===== src/rtl/syscall_sequencer.sv =====
// Multi-cycle syscall controller: stalls the single-cycle CPU while a service runs,
// drives the hex display, handshakes switch reads and latches halt on exit.
//
// state    | meaning
// ---------+----------------------------------------------------------
// S_IDLE   | no service active; a syscall here is accepted at the edge
// S_HOLD   | print service, CPU held while cnt counts down to zero
// S_WAIT_IN| read service, CPU held until sw_valid delivers a value
// S_DONE   | single retire cycle, stall low, syscall ignored
// S_HALTED | exit taken, absorbing until reset
module syscall_sequencer #(
  parameter int HOLD_CYCLES = 4,
  parameter int CNT_W       = 8
) (
  input  logic        clk,
  input  logic        rst,
  input  logic        syscall,
  input  logic [31:0] v0,
  input  logic [31:0] a0,
  input  logic [15:0] sw_data,
  input  logic        sw_valid,
  output logic        stall,
  output logic        halt,
  output logic [31:0] hex,
  output logic        hex_valid,
  output logic [31:0] wb_data,
  output logic        wb_we,
  output logic        err_unknown
);

  localparam logic [31:0] SVC_PRINT_INT = 32'd1;
  localparam logic [31:0] SVC_READ_INT  = 32'd5;
  localparam logic [31:0] SVC_EXIT      = 32'd10;
  localparam logic [31:0] SVC_PRINT_HEX = 32'd34;

  localparam logic [CNT_W-1:0] HOLD_LOAD = CNT_W'(HOLD_CYCLES - 1);

  generate
    if (HOLD_CYCLES < 1 || (CNT_W < 32 && ((HOLD_CYCLES - 1) >> CNT_W) != 0)) begin : g_param_chk
      $error("syscall_sequencer: HOLD_CYCLES must be >= 1 and HOLD_CYCLES-1 must fit in CNT_W bits");
    end
  endgenerate

  typedef enum logic [2:0] {
    S_IDLE    = 3'd0,
    S_HOLD    = 3'd1,
    S_WAIT_IN = 3'd2,
    S_DONE    = 3'd3,
    S_HALTED  = 3'd4
  } state_t;

  state_t           state, state_nxt;
  logic [CNT_W-1:0] cnt, cnt_nxt;
  logic             halt_nxt;
  logic [31:0]      hex_nxt;
  logic             hex_valid_nxt;
  logic [31:0]      wb_data_nxt;
  logic             wb_we_nxt;
  logic             err_nxt;

  always_ff @(posedge clk) begin
    if (!rst) begin
      state       <= S_IDLE;
      cnt         <= '0;
      halt        <= 1'b0;
      hex         <= '0;
      hex_valid   <= 1'b0;
      wb_data     <= '0;
      wb_we       <= 1'b0;
      err_unknown <= 1'b0;
    end else begin
      state       <= state_nxt;
      cnt         <= cnt_nxt;
      halt        <= halt_nxt;
      hex         <= hex_nxt;
      hex_valid   <= hex_valid_nxt;
      wb_data     <= wb_data_nxt;
      wb_we       <= wb_we_nxt;
      err_unknown <= err_nxt;
    end
  end

  // wb_we is registered and only set on the WAIT_IN->DONE transition,
  // so it is high for exactly the one DONE cycle of a read.
  always_comb begin
    state_nxt     = state;
    cnt_nxt       = cnt;
    halt_nxt      = halt;
    hex_nxt       = hex;
    hex_valid_nxt = hex_valid;
    wb_data_nxt   = wb_data;
    wb_we_nxt     = 1'b0;
    err_nxt       = err_unknown;
    stall         = 1'b0;

    unique case (state)
      S_IDLE: begin
        if (syscall) begin
          stall = 1'b1;
          if (v0 == SVC_PRINT_INT || v0 == SVC_PRINT_HEX) begin
            hex_nxt       = a0;
            hex_valid_nxt = 1'b1;
            cnt_nxt       = HOLD_LOAD;
            state_nxt     = S_HOLD;
          end else if (v0 == SVC_READ_INT) begin
            state_nxt = S_WAIT_IN;
          end else if (v0 == SVC_EXIT) begin
            halt_nxt  = 1'b1;
            state_nxt = S_HALTED;
          end else begin
            err_nxt   = 1'b1;
            state_nxt = S_DONE;
          end
        end
      end

      S_HOLD: begin
        stall = 1'b1;
        if (cnt == '0) begin
          state_nxt = S_DONE;
        end else begin
          cnt_nxt = cnt - 1'b1;
        end
      end

      S_WAIT_IN: begin
        stall = 1'b1;
        if (sw_valid) begin
          wb_data_nxt = {16'b0, sw_data};
          wb_we_nxt   = 1'b1;
          state_nxt   = S_DONE;
        end
      end

      S_DONE: begin
        state_nxt = S_IDLE;
      end

      S_HALTED: begin
        stall = 1'b1;
      end

      default: begin
        state_nxt = S_IDLE;
      end
    endcase
  end

endmodule

===== config.mk =====
export PLATFORM = sky130hd
export DESIGN_NAME = syscall_sequencer
export DESIGN_NICKNAME = d
export VERILOG_FILES = /design/src/rtl/syscall_sequencer.sv
export SDC_FILE = /design/constraint.sdc
export NUM_CORES = 1
export LEC_CHECK = 0
export CORE_AREA = 2 2 87 89
export DETAILED_ROUTE_END_ITERATION = 8
export DIE_AREA = 0 0 89 91
export GPL_TIMING_DRIVEN = 0
export HOLD_SLACK_MARGIN = 0.05
export PLACE_DENSITY = 0.84
export RECOVER_POWER = 50
export SLEW_MARGIN = 20
export SYNTH_ARGS = -nofsm -noshare
export SYNTH_HDL_FRONTEND = slang
export SYNTH_SLANG_ARGS = --single-unit

===== constraint.sdc =====
create_clock -name clk -period 3.39 [get_ports clk]
set_input_delay 0.5085 -clock clk [delete_from_list [all_inputs] [get_ports clk]]
set_output_delay 0.5085 -clock clk [all_outputs]
set_load 0.03 [all_outputs]

=== Yosys cells after proc, flatten, opt, wreduce, memory -nomap -nowiden ===
Index checks and enable logic that the tools add are counted.
Widths: inputs -> output; s select.

* Register bits: 63
* Bits of input ports: 84
* Logic and storage cells: 51

* $add $sub $neg: 1
* Equality and inequality tests: 12
* Mux-type cells: 14
* Bitwise logic cells: 4
* Reduce and logical (&&, ||, !) cells: 12

{| class="wikitable"
|+ Operator list
! operator !! count
|-
| $eq 32x1->1 const B || 1
|-
| $eq 32x3->1 const B || 1
|-
| $eq 32x4->1 const B || 1
|-
| $eq 32x6->1 const B || 1
|-
| $mux 8 || 3
|-
| $mux 3 || 6
|-
| $pmux 8 s2 || 1
|-
| $pmux 3 s4 || 1
|-
| $ne 2x2->1 const B || 5
|-
| $reduce_and 5->1 || 2
|-
| $logic_not 8->1 || 1
|-
| $reduce_and 4->1 || 2
|-
| $sub 8x1->8 const B || 1
|-
| $not 1->1 || 4
|-
| $reduce_and 2->1 || 2
|-
| $eq 3x1->1 const B || 1
|-
| $eq 3x2->1 const B || 1
|-
| $eq 3x3->1 const B || 1
|-
| $logic_not 3->1 || 1
|-
| $reduce_and 3->1 || 1
|-
| $reduce_or 3->1 || 1
|-
| $mux 1 || 2
|-
| $pmux 1 s2 || 1
|-
| $reduce_bool 2->1 || 1
|-
| $logic_or 1x1->1 || 1
|}

=== Logic depth before layout (Yosys ltp) ===
Gate-level depths: netlist of the first run.

* Word-level depth: 6
* Gate-level depth with buffers: 7
* Mapped depth without buffers: 6

=== Least setup slack after synthesis of the first run ===
OpenSTA, ideal clock, no wires.

* Path kind: input to register
* Start: input v0[1]
* End: register hex[0]
* Data arrival time: 2.092 ns
* Data required time: 3.318 ns
* Setup slack: 1.227 ns
* Stages on the path: 5
* Buffers on the path: 1
* Path through: or3b_2 > a2111o_1 > nor3_4 > buf_8 > mux2i_1

* Longest elaborated chain between the ends: 3
* Elaborated cells on any way between the ends: 4
* Classes of those cells: eq/ne (2); reduce/logical (2)

{| class="wikitable"
|+ Ends and longest elaborated chain
! element !! RTL line !! text
|-
| start, declared || 18 || <nowiki>input logic [31:0] v0,</nowiki>
|-
| $eq 32x1->1 / $eq 32x6->1 (equally long branches) || 100 || <nowiki>if (v0 == SVC_PRINT_INT || v0 == SVC_PRINT_HEX) begin</nowiki>
|-
| $logic_or 1x1->1 (*) || 100 ||
|-
| $reduce_and 3->1 (no source line) (*) || - ||
|-
| end signal, assigned || 75 || <nowiki>hex <= hex_nxt;</nowiki>
|-
| end, declared || 24 || <nowiki>output logic [31:0] hex,</nowiki>
|}

Every way passes the cells marked *; elsewhere a longest branch is shown, timed or not.
A chain may end at the register's enable or synchronous reset.

=== Final worst setup path of the first run ===
* Start: input v0[5]
* End: register hex[0]

The elaborated chain is that of the path after synthesis.

==> results_dict.tcl, run 1 <==
set metrics [dict create \
    dieHeight_microns 91 \
    drc 0 \
    r2r_cells 6 \
    max_cap_violations 0 \
    switching_share_pct 31.1 \
    internal_power_mw 1.39 \
    hp-class "flop to flop" \
    vias_per_cell 4.83 \
    fin_crit_ns 2.55 \
    top_level_ports 153 \
    routed_wl_microns 8000 \
    core.rowCount 31 \
    grt_antenna_before_repair 0 \
    yosysSeqAreaShare_pct 42.4 \
    postSynthCellCount 346 \
    clock_latency_ns 0.34 \
    syn_area_sq_um 2980 \
    path_clk_slew_ns 0.07 \
    fin_skew_ns 0.00383 \
    numClockSinks 63 \
    cts_resized 0 \
    rsz0062_at_grt "false" \
    cp-startpoint "v0[5]" \
    clk_path_buf_depth 2 \
    die_w_microns 89 \
    tightest_slew_ns 0.915 \
    worstSetupEndpointType "flop" \
    max_freq_mhz 392 \
    gp_congestion 0.830 \
    worstPathArrival_ns 2.81 \
    fin_ws_ns 0.839 \
    reg2reg_setup_slack_ns 1.16 \
    nets 593 \
    htreeDepth 3 \
    root_buffer "clkbuf_8" \
    synth_edf_count 0 \
    holdBufCountCts 0 \
    finalCritPeriodShare_pct 75.3 \
    timing.rr.end "hex[0]$_SDFFE_PN0P_" \
    drt_pass1_iterations 4 \
    wl_per_cell_microns 13.1 \
    synth-xor-area-share_pct 1.47 \
    critPathKind "input port to flop" \
    clock_power_share_pct 31.2 \
    yosysWarnings 0 \
    dp_worst_setup_slack_ns 0.478 \
    hpwlAfterDp_microns 6140 \
    synth.avg_cell_area_sq_um 8.61 \
    post_cts.repair.setup_buffers 0 \
    vias 2949 \
    synthSimpleGateAreaFrac_pct 24.5 \
    core-area_sq_um 7140 \
    comb_power_share_pct 28.2 \
    finalPower_mw 2.02 \
    r2r-start "state[1]$_SDFFE_PN0P_" \
    grt_max_degree 12 \
    crit_path_end "hex[0]$_SDFFE_PN0P_" \
    final.setup.tns_ns 0 \
    synth_fa_ha_area_share_pct 0.840 \
    run_status "completed" \
    cts_tree "built" \
    drtAntennaViolNets 0 \
    path_max_fanout 10 \
    final-max-slew-violation-count 0 \
    synth_cell_types 48 \
    track_usage_pct 19.4 \
    synth_top_family_by_area "simple AND/OR/NAND/NOR gates" \
    leakagePower_nw 1.89 \
    ys_ff_latch 63 \
    layout-drive-gt1-share_pct 8.59 \
    synthMuxAreaShare_pct 11.4 \
    holdWs_ns 0.451 \
    slew_headroom_pct 38.9 \
    cp.required_ns 3.65 \
    die_area_sq_um 8100 \
    overflow 0 \
    crit_path_start_kind "input port" \
    seq_power_share_pct 40.7 \
    synth_ff_type "dfxtp_1" \
    cts_buffers 9 \
    grt_pass1_wl_microns 12400 \
    initialDrtViolationCount 103 \
    area.growth.synth_to_final_pct 57.8 \
    irDropWorstVdd_v 0.000162 \
    async_reset_ff_share_pct 0 \
    netSwitchingPower_mw 0.629 \
    initial_core_util_pct 41.7 \
    setup_viol 0 \
    synth_compound_area_share_pct 10.6 \
    power_density_nw_per_um2 431 \
    diodes 0 \
    grt_pass1_vias 2847 \
    io_buffers 135 \
    finalHoldViolations 0 \
]
==> flip-flops by register name, summed over array words and instances (netlist names) <==
register and count:
wb_we 1, halt 1, wb_data 16, hex 32
hex_valid 1, err_unknown 1, state 3, cnt 8
==> area by class of cell <==
| type | count | area (sq um) |
|---|---|---|
| buffer | 37 | 240 |
| inverter | 5 | 18.8 |
| sequential | 63 | 1260 |
| tap | 99 | 124 |
| timing repair buffer | 135 | 1350 |
| fill | 617 | 2440 |
| clock buffer | 10 | 128 |
| multi-input combinational | 256 | 1510 |
| clock inverter | 6 | 61.3 |
==> routing by layer <==
layer | GRT usage (%) | wire, microns
met5 | 0 | 0
met4 | 9.70 | 219
met3 | 5.18 | 718
met2 | 32.6 | 3790
met1 | 22.3 | 3280
==> cell usage after synthesis, types with 2 or more instances <==
cell type / number / share of area (%)
a21boi_1: 4 / 1.0
nand3_1: 4 / 0.67
nand3b_1: 3 / 0.76
a21oi_1: 2 / 0.34
nor3_1: 6 / 1.0
nor2_1: 11 / 1.4
inv_1: 5 / 0.63
o21ai_0: 6 / 1.0
or4b_2: 2 / 0.67
nor3b_1: 2 / 0.50
clkbuf_1: 17 / 2.1
buf_4: 16 / 4.0
ha_1: 2 / 0.84
xor2_1: 4 / 1.2
o21a_1: 3 / 0.76
nand2_1: 101 / 13
buf_8: 3 / 1.5
or3b_2: 3 / 0.88
a21boi_0: 13 / 3.3
or3_1: 2 / 0.42
nand2b_1: 3 / 0.63
mux2i_1: 34 / 11
dfxtp_1: 63 / 42
o2111ai_1: 2 / 0.59
nor4_1: 10 / 2.1
o211ai_1: 3 / 0.76
==> cells in the final DEF (no fill, tap or decap), types with 10 or more instances in the layout <==
| master | n |
|---|---|
| dfxtp_1 | 63 |
| clkbuf_1 | 18 |
| nor2_1 | 11 |
| a21boi_0 | 13 |
| mux2i_1 | 34 |
| buf_4 | 16 |
| nand2_1 | 101 |
| conb_1 | 16 |
| clkdlybuf4s50_1 | 83 |
| dlygate4sd3_1 | 52 |
| nor4_1 | 10 |
==> metrics by stage <==
| step | instance area (sq um) | instances | util [%] |
|---|---|---|---|
| global placement | 4510 | 595 | 63.2 |
| detailed placement | 4510 | 595 | 63.2 |
| CTS | 4700 | 611 | 65.8 |
| global route | 4700 | 611 | 65.8 |
| floorplan | 3030 | 361 | - |
| finish | 4700 | 611 | 65.8 |
==> worst min path at each step <==
stage               cells past startpoint                    start  slack, ns                       to
global route                            2     hex[24]$_SDFFE_PN0P_       0.48     hex[24]$_SDFFE_PN0P_
CTS                                     2     hex[10]$_SDFFE_PN0P_       0.46     hex[10]$_SDFFE_PN0P_
finish                                  2     hex[10]$_SDFFE_PN0P_       0.45     hex[10]$_SDFFE_PN0P_
detailed placement                      2     hex[10]$_SDFFE_PN0P_       0.45     hex[10]$_SDFFE_PN0P_
floorplan                               2      cnt[1]$_SDFFE_PN0P_       0.48      cnt[1]$_SDFFE_PN0P_
global placement                        2  wb_data[8]$_SDFFE_PN0P_       0.44  wb_data[8]$_SDFFE_PN0P_
==> power groups by stage <==
stage                     clock, mW  sequential [mW]  combinational, mW
final                         0.630            0.823              0.570
after floorplan                   0            0.883              0.315
after global routing          0.675            0.828              0.624
after CTS                     0.649            0.824              0.578
after detailed placement          0            0.840              0.576
after global placement            0            0.837              0.566
==> kinds of logic (layout without fill, tap and decap cells) <==
family,Yosys count,count (layout)
AOI/OAI and AO/OA,43,43
xor gates and xnor gates,5,5
adders and majority gates,2,2
buffers and inverters,42,193
DFF,63,63
muxes,34,34
other,1,16
and+or+nand+nor,156,156
==> critical path: stages <==
cell and delay (ns):
clkdlybuf4s50_1 0.52, or3b_2 0.48, a2111o_1 0.45, nor3_4 0.40, buf_8 0.22, mux2i_1 0.22
No activity file was read; power rests on OpenSTA's default activity.
==> run 2: changes to the inputs <==
--- a/config.mk
+++ b/config.mk
@@ -5,12 +5,12 @@
 export SDC_FILE = /design/constraint.sdc
 export NUM_CORES = 1
 export LEC_CHECK = 0
-export CORE_AREA = 2 2 87 89
+export CORE_AREA = 2 2 90 92
 export DETAILED_ROUTE_END_ITERATION = 8
-export DIE_AREA = 0 0 89 91
+export DIE_AREA = 0 0 92 94
 export GPL_TIMING_DRIVEN = 0
 export HOLD_SLACK_MARGIN = 0.05
-export PLACE_DENSITY = 0.84
+export PLACE_DENSITY = 0.79
 export RECOVER_POWER = 50
 export SLEW_MARGIN = 20
 export SYNTH_ARGS = -nofsm -noshare
==> constraint.sdc (replaced) <==
create_clock -name clk -period 2.55 [get_ports clk]
set_input_delay 0.3825 -clock clk [delete_from_list [all_inputs] [get_ports clk]]
set_output_delay 0.3825 -clock clk [all_outputs]
set_load 0.03 [all_outputs]
==> results_dict.tcl, run 2 (synthesized netlist as in run 1, its figures left out) <==
set metrics [dict create \
    initialDrtViolationCount 95 \
    io_buffers 135 \
    rsz0062_at_grt "false" \
    grt_max_degree 12 \
    fin_skew_ns 0.00967 \
    cp.required_ns 2.82 \
    track_usage_pct 19.1 \
    holdBufCountCts 0 \
    holdWs_ns 0.456 \
    vias 2944 \
    hpwlAfterDp_microns 6310 \
    cp_cell_sequence "clkdlybuf4s50_1 -> or3b_2 -> a2111o_1 -> nor3_4 -> buf_8 -> mux2i_1" \
    top_register "hex" \
    power_density_nw_per_um2 611 \
    final_common_cell "nand2_1" \
    core.rowCount 32 \
    grt_pass1_vias 2771 \
    final-max-slew-violation-count 0 \
    max_cap_violations 0 \
    final_cells 614 \
    clock_latency_ns 0.35 \
    drt_pass1_iterations 5 \
    grt_pass1_wl_microns 13000 \
    nets 593 \
    finalHoldViolations 0 \
    drc 0 \
    post_cts.repair.setup_buffers 0 \
    htreeDepth 3 \
    core-area_sq_um 7610 \
    top_level_ports 153 \
    finalCritPeriodShare_pct 94.7 \
    routed_wl_microns 8230 \
    crit_buf_inv 2 \
    gp_congestion 0.773 \
    numClockSinks 63 \
    final_cell_mix "101 x nand2_1, 83 x clkdlybuf4s50_1, 63 x dfxtp_1, 52 x dlygate4sd3_1, 34 x mux2i_1" \
    largest_reg_flops 32 \
    cts_resized 0 \
    diodes 0 \
    critPathKind "input port to flop" \
    path_max_fanout 10 \
    path_clk_slew_ns 0.07 \
    clk_path_buf_depth 2 \
    hp-class "flop to flop" \
    setup_viol 0 \
    overflow 0 \
    die_w_microns 92 \
    vias_per_cell 4.79 \
    slew_headroom_pct 39.4 \
    run_status "completed" \
    grt_antenna_before_repair 0 \
    irDropWorstVdd_v 0.000302 \
    max_freq_mhz 414 \
    dieHeight_microns 94 \
    crit_path_start_kind "input port" \
    worstSetupEndpointType "flop" \
    area.growth.synth_to_final_pct 59.5 \
    leakagePower_nw 1.91 \
    drtAntennaViolNets 0 \
    root_buffer "clkbuf_8" \
    wl_per_cell_microns 13.4 \
    fin_crit_ns 2.42 \
    cp_top_family "simple AND/OR/NAND/NOR gates" \
    slowest_stage "clkdlybuf4s50_1" \
    cts_buffers 9 \
    tightest_slew_ns 0.907 \
    dp.cells 598 \
    crit_path_max_incr_delay_ns 0.54 \
    reg_top3 "hex x32, wb_data x16, cnt x8" \
    layout-drive-gt1-share_pct 8.59 \
    worstPathArrival_ns 2.69 \
    cts_tree "built" \
    die_area_sq_um 8650 \
    initial_core_util_pct 39.1 \
]
==> run 2: metrics by stage <==
stage | util [%] | total power [mW] | setup WS [ns] | instance area, sq um | setup TNS, ns
finish | 62.4 | 2.90 | 0.134 | 4750 | 0
global placement | 59.3 | 1.87 | -0.200 | 4510 | -5.75
detailed placement | 59.3 | 1.89 | -0.249 | 4510 | -6.87
CTS | 62.4 | 2.93 | 0.109 | 4750 | 0
global route | 62.4 | 3.05 | 0.0214 | 4750 | 0
floorplan | - | 1.59 | 0.513 | 3030 | 0
==> run 2: final timing paths <==
path,from,cells past startpoint,endpoint,slack (ns)
worst max-delay path,v0[0],6,hex[17]$_SDFFE_PN0P_,0.13
worst min-delay path,hex[28]$_SDFFE_PN0P_,2,hex[28]$_SDFFE_PN0P_,0.46
worst max register to register,state[1]$_SDFFE_PN0P_,6,hex[17]$_SDFFE_PN0P_,0.31
worst min register to register,hex[28]$_SDFFE_PN0P_,2,hex[28]$_SDFFE_PN0P_,0.46
==> run 2: report_power, final <==
group / switching, mW / internal (mW) / total [mW]
Combinational: 0.406 / 0.358 / 0.763
Clock: 0.399 / 0.648 / 1.05
Sequential: 0.0440 / 1.05 / 1.09
==> run 2: worst min-delay path: stages (launching register included) <==
cell     delay (ns)
dfxtp_1        0.31
nand2_1        0.05
mux2i_1        0.05
==> run 2: metal layers <==
metal / GRT usage [%] / part of all wire [%]
met1: 21.5 / 43
met2: 33.6 / 49
met3: 6.50 / 7.4
met4: 6.72 / 1.4
met5: 0 / 0
==> run 2: layout make-up <==
type / count / area [sq um]
clock buffer: 10 / 128
multi-input combinational: 256 / 1510
clock inverter: 6 / 109
sequential: 63 / 1260
timing repair buffer: 135 / 1350
fill: 649 / 2860
buffer: 37 / 240
inverter: 5 / 18.8
tap: 102 / 128
